`config.mk`:
```
export PLATFORM = sky130hd
export DESIGN_NAME = multi_link_ctrl
export DESIGN_NICKNAME = d
export VERILOG_FILES = /design/src/rtl/multi_link_pkg.sv /design/src/rtl/link_tx_arbiter.sv /design/src/rtl/multi_link_ctrl.sv
export SDC_FILE = /design/constraint.sdc
export NUM_CORES = 1
export LEC_CHECK = 0
export CAP_MARGIN = 20
export CORE_ASPECT_RATIO = 0.8
export CORE_UTILIZATION = 57
export CTS_CLUSTER_DIAMETER = 30
export DETAILED_ROUTE_END_ITERATION = 16
export PLACE_DENSITY_LB_ADDON = 0.05
export SLEW_MARGIN = 20
export SYNTH_ARGS = -nofsm -noshare
export SYNTH_HDL_FRONTEND = slang
export SYNTH_SLANG_ARGS = --single-unit
```
`constraint.sdc`:
```
create_clock -name clk -period 2.9 [get_ports clk]
set_input_delay 0.58 -clock clk [delete_from_list [all_inputs] [get_ports clk]]
set_output_delay 0.58 -clock clk [all_outputs]
set_load 0.1 [all_outputs]
```
`src/rtl/multi_link_pkg.sv`:
```
// rtl/multi_link_pkg.sv - link token values, FSM state encoding and tx request flag layout
package multi_link_pkg;

    localparam logic [7:0] TOK_READY = 8'hA5;
    localparam logic [7:0] TOK_ACK   = 8'h5A;
    localparam logic [7:0] TOK_LOST  = 8'hE1;
    localparam logic [7:0] TOK_HB    = 8'h3C;

    localparam logic [2:0] ST_IDLE  = 3'd0;
    localparam logic [2:0] ST_SYNC  = 3'd1;
    localparam logic [2:0] ST_START = 3'd2;
    localparam logic [2:0] ST_PLAY  = 3'd3;
    localparam logic [2:0] ST_DONE  = 3'd4;

    // One flag per outgoing token, declared in grant priority order
    typedef struct packed {
        logic lost;
        logic ack;
        logic ready;
        logic hb;
    } tx_req_t;

endpackage

```
`src/rtl/link_tx_arbiter.sv`:
```
// rtl/link_tx_arbiter.sv - merges token requests into flags and feeds one byte register to the UART TX
module link_tx_arbiter
    import multi_link_pkg::*;
(
    input  logic       clk,
    input  logic       rst_n,
    input  tx_req_t    raise,
    input  logic       clear,
    input  logic       tx_ready,
    output logic [7:0] tx_data,
    output logic       tx_valid
);

    tx_req_t    pend;
    tx_req_t    grant;
    logic [7:0] sel_data;
    logic       load;

    always_comb begin
        grant    = '0;
        sel_data = TOK_HB;
        if (pend.lost) begin
            grant.lost = 1'b1;
            sel_data   = TOK_LOST;
        end else if (pend.ack) begin
            grant.ack = 1'b1;
            sel_data  = TOK_ACK;
        end else if (pend.ready) begin
            grant.ready = 1'b1;
            sel_data    = TOK_READY;
        end else if (pend.hb) begin
            grant.hb = 1'b1;
            sel_data = TOK_HB;
        end
    end

    assign load = (!tx_valid || tx_ready) && (pend != '0);

    always_ff @(posedge clk or negedge rst_n) begin
        if (!rst_n) begin
            pend     <= '0;
            tx_data  <= '0;
            tx_valid <= 1'b0;
        end else begin
            // A raise landing on the grant cycle of the same flag is a fresh request and survives
            if (clear)
                pend <= '0;
            else if (load)
                pend <= tx_req_t'((pend & ~grant) | raise);
            else
                pend <= tx_req_t'(pend | raise);

            if (load) begin
                tx_data  <= sel_data;
                tx_valid <= 1'b1;
            end else if (tx_ready) begin
                tx_valid <= 1'b0;
            end
        end
    end

endmodule

```
`src/rtl/multi_link_ctrl.sv`:
```
// rtl/multi_link_ctrl.sv - multiplayer link sequencer; LINK_WATCHDOG_EN adds heartbeat and rx watchdog
module multi_link_ctrl
    import multi_link_pkg::*;
#(
    parameter int RESEND_CYCLES  = 65_000_000 / 10,
    parameter int TIMEOUT_CYCLES = 65_000_000 / 2
) (
    input  logic       clk,
    input  logic       rst_n,
    input  logic       player_ready,
    input  logic       multiplayer,
    input  logic       game_over_local,
    input  logic [7:0] rx_data,
    input  logic       rx_valid,
    input  logic       tx_ready,
    output logic [7:0] tx_data,
    output logic       tx_valid,
    output logic       opponent_ready,
    output logic       opponent_lost,
    output logic       link_timeout,
    output logic [2:0] link_state
);

    localparam int RW = (RESEND_CYCLES > 2) ? $clog2(RESEND_CYCLES) : 1;

    logic [2:0]    state, state_nx;
    logic [RW-1:0] rs_cnt;
    logic          go_prev;
    tx_req_t       raise;
    logic          clear;
    logic          wd_expire;

    wire rx_ready_tok = rx_valid && (rx_data == TOK_READY);
    wire rx_ack_tok   = rx_valid && (rx_data == TOK_ACK);
    wire rx_lost_tok  = rx_valid && (rx_data == TOK_LOST);
    wire go_rise      = game_over_local && !go_prev;
    wire resend_tick  = (rs_cnt == RW'(RESEND_CYCLES - 1));
    wire entering     = (state_nx != state);

`ifdef LINK_WATCHDOG_EN
    localparam int TW = (TIMEOUT_CYCLES > 2) ? $clog2(TIMEOUT_CYCLES) : 1;
    logic [TW-1:0] wd_cnt;

    assign wd_expire = (state == ST_PLAY) && !rx_valid && (wd_cnt == TW'(TIMEOUT_CYCLES - 1));

    always_ff @(posedge clk or negedge rst_n) begin
        if (!rst_n) begin
            wd_cnt       <= '0;
            link_timeout <= 1'b0;
        end else begin
            link_timeout <= wd_expire && (state_nx == ST_IDLE);
            if (entering || rx_valid)
                wd_cnt <= '0;
            else if (state == ST_PLAY)
                wd_cnt <= wd_cnt + 1'b1;
        end
    end
`else
    assign wd_expire    = 1'b0;
    assign link_timeout = 1'b0;
`endif

    always_comb begin
        state_nx = state;
        raise    = '0;
        clear    = 1'b0;
        case (state)
            ST_IDLE: begin
                if (player_ready) begin
                    state_nx    = ST_SYNC;
                    raise.ready = 1'b1;
                end
            end
            ST_SYNC: begin
                if (!player_ready) begin
                    state_nx = ST_IDLE;
                    clear    = 1'b1;
                end else begin
                    raise.ready = resend_tick;
                    if (rx_ready_tok) begin
                        raise.ack = 1'b1;
                        state_nx  = ST_START;
                    end else if (rx_ack_tok) begin
                        state_nx = ST_START;
                    end
                end
            end
            ST_START: state_nx = ST_PLAY;
            ST_PLAY: begin
`ifdef LINK_WATCHDOG_EN
                raise.hb = resend_tick;
`endif
                // Local and remote loss may coincide: both take effect
                raise.lost = go_rise;
                if (go_rise || rx_lost_tok)
                    state_nx = ST_DONE;
                else if (wd_expire || !multiplayer)
                    state_nx = ST_IDLE;
            end
            ST_DONE: begin
                if (!player_ready && !multiplayer)
                    state_nx = ST_IDLE;
            end
            default: state_nx = ST_IDLE;
        endcase
    end

    always_ff @(posedge clk or negedge rst_n) begin
        if (!rst_n) begin
            state          <= ST_IDLE;
            rs_cnt         <= '0;
            go_prev        <= 1'b0;
            opponent_ready <= 1'b0;
            opponent_lost  <= 1'b0;
        end else begin
            state          <= state_nx;
            go_prev        <= game_over_local;
            opponent_ready <= (state_nx == ST_START) && (state != ST_START);
            opponent_lost  <= (state == ST_PLAY) && rx_lost_tok;
            if (entering || resend_tick)
                rs_cnt <= '0;
            else
                rs_cnt <= rs_cnt + 1'b1;
        end
    end

    assign link_state = state;

    link_tx_arbiter u_arb (
        .clk      (clk),
        .rst_n    (rst_n),
        .raise    (raise),
        .clear    (clear),
        .tx_ready (tx_ready),
        .tx_data  (tx_data),
        .tx_valid (tx_valid)
    );

endmodule

```
==> impl_metrics.env <==
export IMPL_grt_start_max_net_pins=41
export IMPL_endpoint_kind="flop"
export IMPL_cp_max_fo=23
export IMPL_ctsHoldBuffers=0
export IMPL_gp_congestion=0.797
export IMPL_fillers=236
export IMPL_regArea_sq_um=1000
export IMPL_p_comb_frac=0.386
export IMPL_synth_cell_type_count=45
export IMPL_power_leakage_nw=1.04
export IMPL_setup_viol=0
export IMPL_die_x_um=67.9
export IMPL_period_share=0.809
export IMPL_hold_violations=0
export IMPL_antenna_found_initial=0
export IMPL_pwr_share_clk=0.221
export IMPL_period_needed_ns=2.35
export IMPL_syn_to_final_growth_pct=16.7
export IMPL_seqPwrFrac=0.393
export IMPL_p_switching_w=0.000723
export IMPL_rows=18
export IMPL_synth_seq_cells=40
export IMPL_final_common_cell="dfrtp_1"
export IMPL_arrival_ns=2.49
export IMPL_synth_top_area_cell="dfrtp_1"
export IMPL_fmax_mhz=426
export IMPL_numCtsBuffers=5
export IMPL_htree_levels=2
export IMPL_syn_avg_cell_area_sq_um=10.1
export IMPL_synthTopCellsByArea="dfrtp_1 51%, nor2_1 7.2%, xor2_1 6.6%"
export IMPL_relSlewSlack=0.431
export IMPL_post_cts_buffers=0
export IMPL_tightest_slew_ns=0.854
export IMPL_ant_nets=0
export IMPL_clk_latency_ns=0.29
export IMPL_antenna_cells=0
export IMPL_clock_sinks=40
export IMPL_grt_pass1_wl_um=6010
export IMPL_place_ws_ns=0.283
export IMPL_synthesis_area_sq_um=1980
export IMPL_swShare=0.432
export IMPL_worst_slack_ns=0.553
export IMPL_synth_nets=212
export IMPL_final_cell_mix="40 x dfrtp_1, 38 x nor2_1, 19 x nand2_1"
export IMPL_cap_violations=0
export IMPL_finalPower_w=0.00167
export IMPL_required_ns=3.04
export IMPL_synth_warning_count=0
export IMPL_overflow=0
export IMPL_start_kind="input port"
export IMPL_die_height_um=54.7
export IMPL_drt_iter0_markers=112
export IMPL_num_vias=1486
export IMPL_fp_coreArea_sq_um=3200
export IMPL_synth_top_area_share=0.506
export IMPL_grt_pass1_vias=1374
export IMPL_cts_resized=0
export IMPL_track_usage=0.229
export IMPL_multi_input_area_sq_um=925
export IMPL_p_int_w=0.000950
export IMPL_port_buffers=28
export IMPL_clock_skew_final_ns=0.00530
export IMPL_die_area_sq_um=3710
export IMPL_hold_path_class="in -> async"
export IMPL_drt_wl_total_um=3600
export IMPL_firstDrtPassIters=4
export IMPL_post_route_drc_count=0
export IMPL_clockRootBuffer="clkbuf_8"
export IMPL_tritoncts="done"
export IMPL_routed_via_density=5.59
export IMPL_ioPinCount=30
export IMPL_rsz0062_at_grt="false"
export IMPL_ir_worst_vdd_mv=0.443
export IMPL_ff2ff_setup_slack_ns=0.76
export IMPL_routedWlPerCell_um=13.5
export IMPL_clock_path_buffers=2
export IMPL_syn_inst=196
export IMPL_status="complete, no violations"
export IMPL_powerDensity_nw_per_um2=724
export IMPL_slew_violations=0
export IMPL_clkTransAtPathRegs_ns=0.07
export IMPL_drive_above_1_share=0.133
export IMPL_dp_hpwl_um=2670
export IMPL_layout_nets=241
export IMPL_crit_type="in -> reg"
export IMPL_initial_core_util=0.619
export IMPL_ys_seq_area_frac=0.506
export IMPL_tns_ns=0
[flip-flops by register name, indices dropped and copies added, names as in the netlist]
| name | flops |
|---|---|
| u_arb.pend | 4 |
| u_arb.tx_valid | 1 |
| u_arb.tx_data | 6 |
| opponent_lost | 1 |
| opponent_ready | 1 |
| link_state | 3 |
| go_prev | 1 |
| rs_cnt | 23 |
[power by group through the flow]
stage	clock [W]	sequential (W)	combinational [W]
after floorplan	0	0.000922	0.000278
after global placement	0	0.000662	0.000641
after detailed placement	0	0.000669	0.000649
after CTS	0.000384	0.000658	0.000649
after global routing	0.000404	0.000667	0.000680
final	0.000370	0.000657	0.000645
[final timing paths]
check / end / start / cells past startpoint
max reg2reg: rs_cnt[13] / rs_cnt[12] / 5
max: rs_cnt[13] / rx_data[0] / 6
min reg2reg: rs_cnt[0] / rs_cnt[0] / 1
min in group clk: rs_cnt[0] / rs_cnt[0] / 1
max in group asynchronous: rs_cnt[19] / rst_n / 1
min: u_arb.tx_data[1] / rst_n / 1
[critical path, stage by stage]
cell and delay [ns]:
clkdlybuf4s50_1 0.46, nor3b_1 0.29, a31oi_1 0.19, a31o_2 0.30, o2111ai_4 0.53, nor2_1 0.13
[through the flow]
step           hold WS (ns)  utilization  instances  cell area, sq um
3_3_place_gp          0.464        0.694        258              2220
5_1_grt               0.475        0.722        266              2310
4_1_cts               0.429        0.722        266              2310
6_report              0.397        0.722        266              2310
2_1_floorplan         0.284            -        196              1980
3_5_place_dp          0.486        0.694        258              2220
[logic make-up (layout without fill, tap and decap cells)]
logic type	count (synthesis)	in the layout	synth area share
simple gates	109	109	0.298
other cells	1	1	0.00189
flops	40	40	0.506
xor+xnor	21	21	0.0929
compound gates	17	17	0.0683
fa+ha+maj	1	1	0.00632
buf+inv	7	37	0.0272
[Yosys cell counts]
cell	n
xor2_1	15
o21bai_1	1
a32oi_1	1
dfrtp_1	40
buf_6	2
and4b_1	2
inv_1	1
a21oi_1	3
ha_1	1
nor3b_1	1
o21a_1	1
and2_1	1
nor4_1	1
nand2_1	19
o21ai_0	3
buf_2	1
a22o_1	1
nand3_1	10
or2_2	3
nor2_1	38
and4_1	4
and4_2	1
a21o_1	1
nor3_1	3
o2111ai_4	1
nand2b_1	2
and3_1	3
conb_1	1
or3_1	1
buf_4	3
nor4b_1	2
nor4b_4	1
nor2b_1	6
nand4_1	5
or4_4	1
nor4bb_1	1
nand4b_1	1
and3b_1	1
nor3b_2	1
a31oi_1	1
nand3b_1	1
a31o_2	1
a311oi_1	1
xnor2_1	6
a22oi_1	2
[layout make-up]
cell class              count  area share
flip-flops and latches     40       0.433
multi-input cells         149       0.400
repair buffers             28       0.104
clock buffers               8      0.0390
well taps                  40      0.0217
inverters                   1     0.00163
[routing by layer]
layer | vias up | GRT usage | wire length, um
li1 | 737 | - | -
met1 | 706 | 0.314 | 1780
met2 | 38 | 0.332 | 1590
met3 | 5 | 0.0521 | 171
met4 | 0 | 0.135 | 59
met5 | - | 0 | 0
Power figures use the tool's default switching activity.
